**src/rtl/uart_rx_fifo_if.sv**
```systemverilog
// CPU-side view of the UART receive FIFO.
// master = bus/load path, slave = receiver.
interface uart_rx_fifo_if;
  logic       rd;
  logic       err_clr;
  logic [7:0] data;
  logic       empty;
  logic       full;
  logic       overrun;
  logic       frame_err;

  modport master (
    output rd, err_clr,
    input  data, empty, full, overrun, frame_err
  );

  modport slave (
    input  rd, err_clr,
    output data, empty, full, overrun, frame_err
  );
endinterface

```
**src/rtl/uart_rx_fifo.sv**
```systemverilog
// 8N1 UART receiver with oversampling deframer
// and a small circular FIFO for the CPU data register.
module uart_rx_fifo #(
  parameter int CLK_FREQ   = 50_000_000,
  parameter int BAUD_RATE  = 9600,
  parameter int FIFO_DEPTH = 4
) (
  input  logic           clk,
  input  logic           rst,
  input  logic           rx,
  uart_rx_fifo_if.slave  bus
);

  localparam int T  = CLK_FREQ / BAUD_RATE;
  localparam int H  = (T / 2 > 1) ? T / 2 : 1;
  localparam int CW = (T > 1) ? $clog2(T) : 1;
  localparam int AW = $clog2(FIFO_DEPTH);

  localparam logic [CW-1:0] C_HALF = CW'(H - 1);
  localparam logic [CW-1:0] C_BIT  = CW'(T - 1);
  localparam logic [CW-1:0] C_ONE  = CW'(1);
  localparam logic [AW-1:0] P_ONE  = AW'(1);
  localparam logic [AW:0]   N_ONE  = (AW+1)'(1);
  localparam logic [AW:0]   N_FULL = (AW+1)'(FIFO_DEPTH);

  typedef enum logic [2:0] {
    S_IDLE,
    S_START,
    S_DATA,
    S_STOP,
    S_BREAK
  } state_t;

  logic [1:0]    r_sync;
  state_t        r_state;
  logic [CW-1:0] r_cnt;
  logic [2:0]    r_idx;
  logic [7:0]    r_shift;
  logic [7:0]    r_mem [FIFO_DEPTH];
  logic [AW-1:0] r_wptr;
  logic [AW-1:0] r_rptr;
  logic [AW:0]   r_count;
  logic          r_overrun;
  logic          r_frame_err;

  state_t        w_state_nx;
  logic [CW-1:0] w_cnt_nx;
  logic [2:0]    w_idx_nx;
  logic [7:0]    w_shift_nx;
  logic          w_rx_s;
  logic          w_push;
  logic          w_ferr_set;
  logic          w_empty;
  logic          w_full;
  logic          w_pop;
  logic          w_wr;
  logic          w_ovr_set;

  // Line idles high, so the synchronizer resets to 1.
  always_ff @(posedge clk) begin
    if (rst) r_sync <= 2'b11;
    else     r_sync <= {r_sync[0], rx};
  end

  assign w_rx_s = r_sync[1];

  always_ff @(posedge clk) begin
    if (rst) begin
      r_state <= S_IDLE;
      r_cnt   <= '0;
      r_idx   <= '0;
      r_shift <= '0;
    end else begin
      r_state <= w_state_nx;
      r_cnt   <= w_cnt_nx;
      r_idx   <= w_idx_nx;
      r_shift <= w_shift_nx;
    end
  end

  always_comb begin
    w_state_nx = r_state;
    w_cnt_nx   = r_cnt;
    w_idx_nx   = r_idx;
    w_shift_nx = r_shift;
    w_push     = 1'b0;
    w_ferr_set = 1'b0;
    unique case (r_state)
      S_IDLE: begin
        if (!w_rx_s) begin
          w_cnt_nx   = C_HALF;
          w_state_nx = S_START;
        end
      end
      S_START: begin
        if (r_cnt != '0) begin
          w_cnt_nx = r_cnt - C_ONE;
        end else if (w_rx_s) begin
          w_state_nx = S_IDLE;
        end else begin
          w_state_nx = S_DATA;
          w_idx_nx   = '0;
          w_cnt_nx   = C_BIT;
        end
      end
      S_DATA: begin
        if (r_cnt != '0) begin
          w_cnt_nx = r_cnt - C_ONE;
        end else begin
          w_shift_nx[r_idx] = w_rx_s;
          w_cnt_nx          = C_BIT;
          w_idx_nx          = r_idx + 3'd1;
          if (r_idx == 3'd7) w_state_nx = S_STOP;
        end
      end
      S_STOP: begin
        if (r_cnt != '0) begin
          w_cnt_nx = r_cnt - C_ONE;
        end else if (w_rx_s) begin
          w_push     = 1'b1;
          w_state_nx = S_IDLE;
        end else begin
          w_ferr_set = 1'b1;
          w_state_nx = S_BREAK;
        end
      end
      S_BREAK: begin
        if (w_rx_s) w_state_nx = S_IDLE;
      end
      default: w_state_nx = S_IDLE;
    endcase
  end

  assign w_empty   = (r_count == '0);
  assign w_full    = (r_count == N_FULL);
  assign w_pop     = bus.rd && !w_empty;
  // A pop in the same cycle frees the slot for a push into a full FIFO.
  assign w_wr      = w_push && (!w_full || w_pop);
  assign w_ovr_set = w_push && w_full && !w_pop;

  always_ff @(posedge clk) begin
    if (w_wr) r_mem[r_wptr] <= r_shift;
  end

  always_ff @(posedge clk) begin
    if (rst) begin
      r_wptr      <= '0;
      r_rptr      <= '0;
      r_count     <= '0;
      r_overrun   <= 1'b0;
      r_frame_err <= 1'b0;
    end else begin
      if (w_wr)  r_wptr <= r_wptr + P_ONE;
      if (w_pop) r_rptr <= r_rptr + P_ONE;
      if (w_wr && !w_pop)      r_count <= r_count + N_ONE;
      else if (!w_wr && w_pop) r_count <= r_count - N_ONE;
      r_overrun   <= w_ovr_set  | (r_overrun   & ~bus.err_clr);
      r_frame_err <= w_ferr_set | (r_frame_err & ~bus.err_clr);
    end
  end

  assign bus.data      = w_empty ? 8'h00 : r_mem[r_rptr];
  assign bus.empty     = w_empty;
  assign bus.full      = w_full;
  assign bus.overrun   = r_overrun;
  assign bus.frame_err = r_frame_err;

endmodule
```
**src/flat_wrapper.sv**
```systemverilog
// flat-port wrapper written by rule: the top's interface ports become plain ports
module uart_rx_fifo_flat 
#(
  parameter int CLK_FREQ   = 50_000_000,
  parameter int BAUD_RATE  = 9600,
  parameter int FIFO_DEPTH = 4
)
  (clk, rst, rx, bus_rd, bus_err_clr, bus_data, bus_empty, bus_full, bus_overrun, bus_frame_err);
  uart_rx_fifo_if bus_i ();
  input  logic clk;
  input  logic rst;
  input  logic rx;
  input wire logic [$bits(bus_i.rd)-1:0] bus_rd;
  input wire logic [$bits(bus_i.err_clr)-1:0] bus_err_clr;
  output wire logic [$bits(bus_i.data)-1:0] bus_data;
  output wire logic [$bits(bus_i.empty)-1:0] bus_empty;
  output wire logic [$bits(bus_i.full)-1:0] bus_full;
  output wire logic [$bits(bus_i.overrun)-1:0] bus_overrun;
  output wire logic [$bits(bus_i.frame_err)-1:0] bus_frame_err;
  assign bus_i.rd = bus_rd;
  assign bus_i.err_clr = bus_err_clr;
  assign bus_data = bus_i.data;
  assign bus_empty = bus_i.empty;
  assign bus_full = bus_i.full;
  assign bus_overrun = bus_i.overrun;
  assign bus_frame_err = bus_i.frame_err;
  uart_rx_fifo #(.CLK_FREQ(CLK_FREQ), .BAUD_RATE(BAUD_RATE), .FIFO_DEPTH(FIFO_DEPTH)) u_core (.clk(clk), .rst(rst), .rx(rx), .bus(bus_i));
endmodule
```
**config.mk**
```make
export PLATFORM = sky130hd
export DESIGN_NAME = uart_rx_fifo_flat
export DESIGN_NICKNAME = d
export VERILOG_FILES = /design/src/rtl/uart_rx_fifo_if.sv /design/src/rtl/uart_rx_fifo.sv /design/src/flat_wrapper.sv
export SDC_FILE = /design/constraint.sdc
export NUM_CORES = 1
export LEC_CHECK = 0
export BUFFER_PORTS_ARGS = -buffer_cell sky130_fd_sc_hd__buf_2
export CAP_MARGIN = 30
export CORE_MARGIN = 2
export CORE_UTILIZATION = 55
export CTS_BUF_LIST = sky130_fd_sc_hd__clkbuf_16
export DETAILED_ROUTE_END_ITERATION = 12
export GPL_TIMING_DRIVEN = 0
export PLACE_DENSITY = 0.75
export SLEW_MARGIN = 10
export SYNTH_ARGS = -nofsm -noshare
export SYNTH_HDL_FRONTEND = slang
export SYNTH_SLANG_ARGS = --single-unit
```
**constraint.sdc**
```tcl
create_clock -name clk -period 6.4 [get_ports clk]
set_input_delay 0.32 -clock clk [delete_from_list [all_inputs] [get_ports clk]]
set_output_delay 0.32 -clock clk [all_outputs]
set_load 0.01 [all_outputs]
```
* Word level (Yosys, flattened, before mapping)
Memory sizes are Yosys's and may differ from the RTL's. A register that Yosys moved wholly into a read port is not among the register bits.
Index checks and enable logic that the tools add are counted.
** Word-level totals
- Bits in registers :: 38
- RAM bits :: 32
- Bits of input ports :: 5
- Output and inout bits :: 12
- Word-level logic and storage cells :: 97
- Memories kept :: 1
** Operators by class
- $add $sub $neg :: 6
- Order comparisons :: 2
- Equal/unequal tests :: 15
- Multiplexer cells :: 35
- Bitwise gates (word level) :: 6
- Reductions and logical operators :: 22
** Memory list
- u_core.r_mem :: depth 4, width 8, rd ports 1, clocked after Yosys merged registers in 1, write ports 1, line uart_rx_fifo.sv:39 : logic [7:0] r_mem [FIFO_DEPTH];
** Operators with widths (count)
- two-way mux 13 bit :: 5
- case mux 13 bit (4 select lines) :: 1
- two-way mux 3 bit :: 12
- case mux 3 bit (5 select lines) :: 1
- nonzero test 13 bit :: 1
- subtractor 13 x 1 -> 13 bit (second input constant) :: 1
- != test 2 bit (second input constant) :: 5
- == test 3 bit (second input constant) :: 3
- two-way mux 1 bit :: 9
- bitwise mux 8 bit :: 1
- two-way mux 8 bit :: 1
- AND reduction 4 bit :: 2
- logical AND 1 bit :: 7
- adder 3 x 1 -> 3 bit (second input constant) :: 2
- == test 3 x 2 -> 1 bit (second input constant) :: 2
- zero test 3 bit :: 2
- two-way mux 2 bit :: 3
- != test 2 x 1 -> 1 bit (second input constant) :: 3
- case mux 3 bit (2 select lines) :: 1
- AND reduction 6 bit :: 1
- adder 2 x 1 -> 2 bit (second input constant) :: 2
- zero test 1 bit :: 4
- < comparator 3 x 4 -> 1 bit (second input constant) :: 1
- nonzero test 2 bit :: 2
- other kinds (11) :: 14

* Logic depth before layout (Yosys ltp)
- Depth after elaboration :: 9
- Depth in mapped cells :: 12
- Depth with buffers taken out :: 11

* Worst setup path before layout
No wires, ideal clock.
- Path type :: register to register
- Start point :: register u_core.r_cnt[0]
- End point :: register u_core.r_count[2]
- Library setup time :: 0.070 ns
- Arrival time :: 2.757 ns
- Required time :: 6.330 ns
- Path slack :: 3.572 ns
- Stages on the path, launching flop included :: 13
- Buffers on the path :: 1
- Period minus slack after synthesis :: 2.828 ns
- Cells stage by stage :: dfxtp_1 -> inv_1 -> ha_1 -> nor3b_1 -> nand4_2 -> buf_6 -> nor4_4 -> ha_1 -> inv_1 -> fa_1 -> xor2_1 -> or3_1 -> a21oi_1
** Between the ends
- Longest elaborated chain between the ends :: 7
- Elaborated cells on any way between the ends :: 9
- Classes of those cells :: mux: 3; reduce/logical: 6
** RTL lines
- start, declared :: line uart_rx_fifo.sv:36 : logic [CW-1:0] r_cnt;
- start signal, assigned :: line uart_rx_fifo.sv:75 : r_cnt <= w_cnt_nx;
- nonzero test 13 bit * :: line uart_rx_fifo.sv:117 : if (r_cnt != '0) begin
- two-way mux 1 bit * :: line uart_rx_fifo.sv:117
- two-way mux 1 bit * :: line uart_rx_fifo.sv:88 : unique case (r_state)
- logical AND 1 bit * :: line uart_rx_fifo.sv:138 : assign w_wr = w_push && (!w_full || w_pop);
- via u_core.w_wr :: line uart_rx_fifo.sv:56 : logic w_wr;
- zero test 1 bit :: line uart_rx_fifo.sv:156 : else if (!w_wr && w_pop) r_count <= r_count - N_ONE;
- logical AND 1 bit :: line uart_rx_fifo.sv:156
- nonzero test 2 bit (no source line)
- end signal, assigned :: line uart_rx_fifo.sv:155 : if (w_wr && !w_pop) r_count <= r_count + N_ONE;
- end signal, assigned :: line uart_rx_fifo.sv:156
- end, declared :: line uart_rx_fifo.sv:42 : logic [AW:0] r_count;
The timed path passes the listed nets; every way through them passes the cells marked *.
A chain may end at the register's enable or synchronous reset.

* Final worst setup path
Ends and elaborated chain as after synthesis.

==> results.md <==
- H-tree depth: 3
- Nets@finish: 335
- Sequential fraction of the synthesis area: 0.535
- Post-DP Area: 0.00347 mm^2
- Yosys Warn Count: 0
- CP required: 6650 ps
- DIE AREA: 0.00662 mm^2
- Yosys cell types: 51
- Clock Latency Late Sink: 320 ps
- WHS: 181 ps
- Fmax: 307 MHz
- Worst Clk Skew: 3.45 ps
- Via-to-Cell Ratio: 5.78
- First-pass GRT wire length: 10700 um
- Worst Hold Class: input port to flip-flop
- Vias in the first global route: 2151
- Die Wd: 81.4 um
- Postcts setup bufs: 0
- Avg WL per Cell: 15.7 um
- Routed WL: 6280 um
- Slew margin rel.: 0.526
- RSZ-0062 raised after global routing: false
- WP data arrival: 3500 ps
- Post-cts resize count: 0
- Fin crit share: 0.509
- Synthesized area: 0.00329 mm^2
- Setup violators final: 0
- Syn Inst Count: 294
- DIE HEIGHT: 81.4 um
- Number of top-level pins: 17
- Post-route ant nets: 0
- Drt initial violations: 227
- Reg clk slew, reported paths: 50 ps
- Initial antenna violation count: 0
- Post-Syn Nets: 308
- Clock period minus worst slack: 3260 ps
- Post-synthesis register bit count: 72
- Reg2Reg Setup Slack: 3140 ps
- CTS Sinks: 72
- Max clock buf depth: 2
- GRT overflow: 0
- Share of layout cells above drive strength 1: 0.153
- Cts bufs inserted: 9
- Vias: 2319
- DP HPWL: 4340 um
- Final Util: 0.636
- GP Congestion: 0.833
- Max VDD drop: 169 uV
- Top_reg_cell synth: dfxtp_1
- Hold-fix buffers, CTS: 0
- P per Cell Area: 324 mW/mm^2
- GRT Total Usage: 0.215
- Post-synth EDFFs: 32
- Row count: 28
- CTS tree: built
- Crit-path max FO: 10
- Layout area overhead: 13.1%
- Asr flop ratio synth: 0
- Leakage: 1.36 nW
- Antenna cell count: 0
- Final Cell Area: 0.00372 mm^2
- Slew Limit Fails: 0
- PortBufs: 16
- Number of max-cap violations: 0
- Critical Path Sink Type: flip-flop
- Post-synthesis area per instance: 11.2 um^2
- Clock Tree Root: clkbuf_16
- Setup TNS: 0 ps
- Setup CP Type: flip-flop to flip-flop
- CP Launch Type: flip-flop
- First-pass DRT Iterations: 4
- Core region area: 0.00585 mm^2
- Hold Vio Cnt, Final: 0
- Initial Util: 0.563
- Status: completed
- Drt drc: 0
- Largest net degree at the start of global routing: 12
- Worst-Margin Slew: 711 ps
[sequential cells by signal, indices dropped and copies added (netlist names), named ones only]
name                  count
u_core.bus.frame_err      1
u_core.bus.overrun        1
u_core.r_cnt             13
u_core.r_count            3
u_core.r_idx              3
u_core.r_mem             32
u_core.r_rptr             2
u_core.r_shift            8
u_core.r_state            3
u_core.r_sync             2
u_core.r_wptr             2
[routing by layer]
metal,wire [um],part of all wire,GRT usage,vias to the layer above
met1,3120,0.50,0.313,1126
met5,0,0,0,-
li1,-,-,-,1136
met3,228,0.036,0.0400,6
met4,63,0.010,0.0831,0
met2,2870,0.46,0.316,51
[synth_stat cells, types with 7 or more instances]
cell	number	area, um^2
edfxtp_1	32	961
and2_1	12	75.1
mux2i_1	12	120
inv_1	9	33.8
a21oi_1	19	95.1
ha_1	8	100
dfxtp_1	40	801
nand2_1	10	37.5
clkbuf_1	14	52.6
nor3_1	7	35.0
o21ai_0	12	60.1
nor2_1	32	120
mux4_2	8	180
[cells by family after synthesis]
group / count (synthesis) / share of synthesized area
adders and majority gates: 10 / 0.0395
xor gates and xnor gates: 5 / 0.0133
muxes: 20 / 0.0912
AOI/OAI and AO/OA: 51 / 0.0954
buffers and inverters: 27 / 0.0338
DFF: 72 / 0.535
and+or+nand+nor: 109 / 0.192
[power by group]
part / internal [mW] / switching, mW / leakage, nW
clock network: 0.255 / 0.170 / 0.136
logic: 0.115 / 0.152 / 0.601
registers: 0.495 / 0.0184 / 0.621
[final timing paths]
check                                             startpoint                             end  depth (start not counted)
worst max-delay path            u_core.r_cnt[0]$_SDFFE_PP0P_  u_core.r_count[2]$_SDFFE_PP0P_                         12
worst min-delay path                                      rx     u_core.r_sync[0]$_SDFF_PP1_                          2
worst min register to register   u_core.r_sync[0]$_SDFF_PP1_     u_core.r_sync[1]$_SDFF_PP1_                          1
worst max register to register  u_core.r_cnt[0]$_SDFFE_PP0P_  u_core.r_count[2]$_SDFFE_PP0P_                         12
[through the flow]
stage | std cells | setup WS (ps) | power [mW]
finish | 401 | 3140 | 1.21
global placement | 385 | 3230 | 0.785
CTS | 401 | 3130 | 1.21
detailed placement | 385 | 3160 | 0.790
floorplan | 294 | 3570 | 0.713
global route | 401 | 2820 | 1.27
[cell type report]
type	instances	area [um^2]
inverter	10	37.5
clock buffer	9	225
tap	75	93.8
sequential	72	1760
buffer	17	73.8
timing repair buffer	16	80.1
multi-input combinational	195	1420
clock inverter	7	32.5
fill	453	2130
[placed cells by master (no fill, tap or decap), types with 2 or more instances in the layout]
cell type   n
a211oi_1    2
a21oi_1    19
a2bb2oi_1   2
a31oi_1     2
and2_1     12
and3_1      2
buf_2      18
clkbuf_1   14
clkbuf_16   9
clkinv_1    2
clkinv_2    2
dfxtp_1    40
edfxtp_1   32
ha_1        8
inv_1      12
mux2i_1    12
mux4_2      8
nand2_1    10
nand2b_1    4
nand3_1     2
nand3b_1    4
nand4_1     6
nand4b_1    2
nor2_1     32
nor3_1      7
nor4_1      5
nor4_4      2
o2111ai_1   2
o211ai_1    2
o21a_1      2
o21ai_0    12
o22ai_1     2
or2_2       4
or3_1       6
or4_1       4
xor2_1      4
[critical path, stage by stage (launching register included)]
cell and delay (ps):
dfxtp_1 310, inv_1 100, ha_1 220, nor3b_1 330, nand4_2 230, buf_6 230
nor4_4 470, ha_1 270, inv_1 60, fa_1 370, xor2_1 150, or3_1 310
a21oi_1 130
Note: power is estimated with default switching activity, not from simulation.
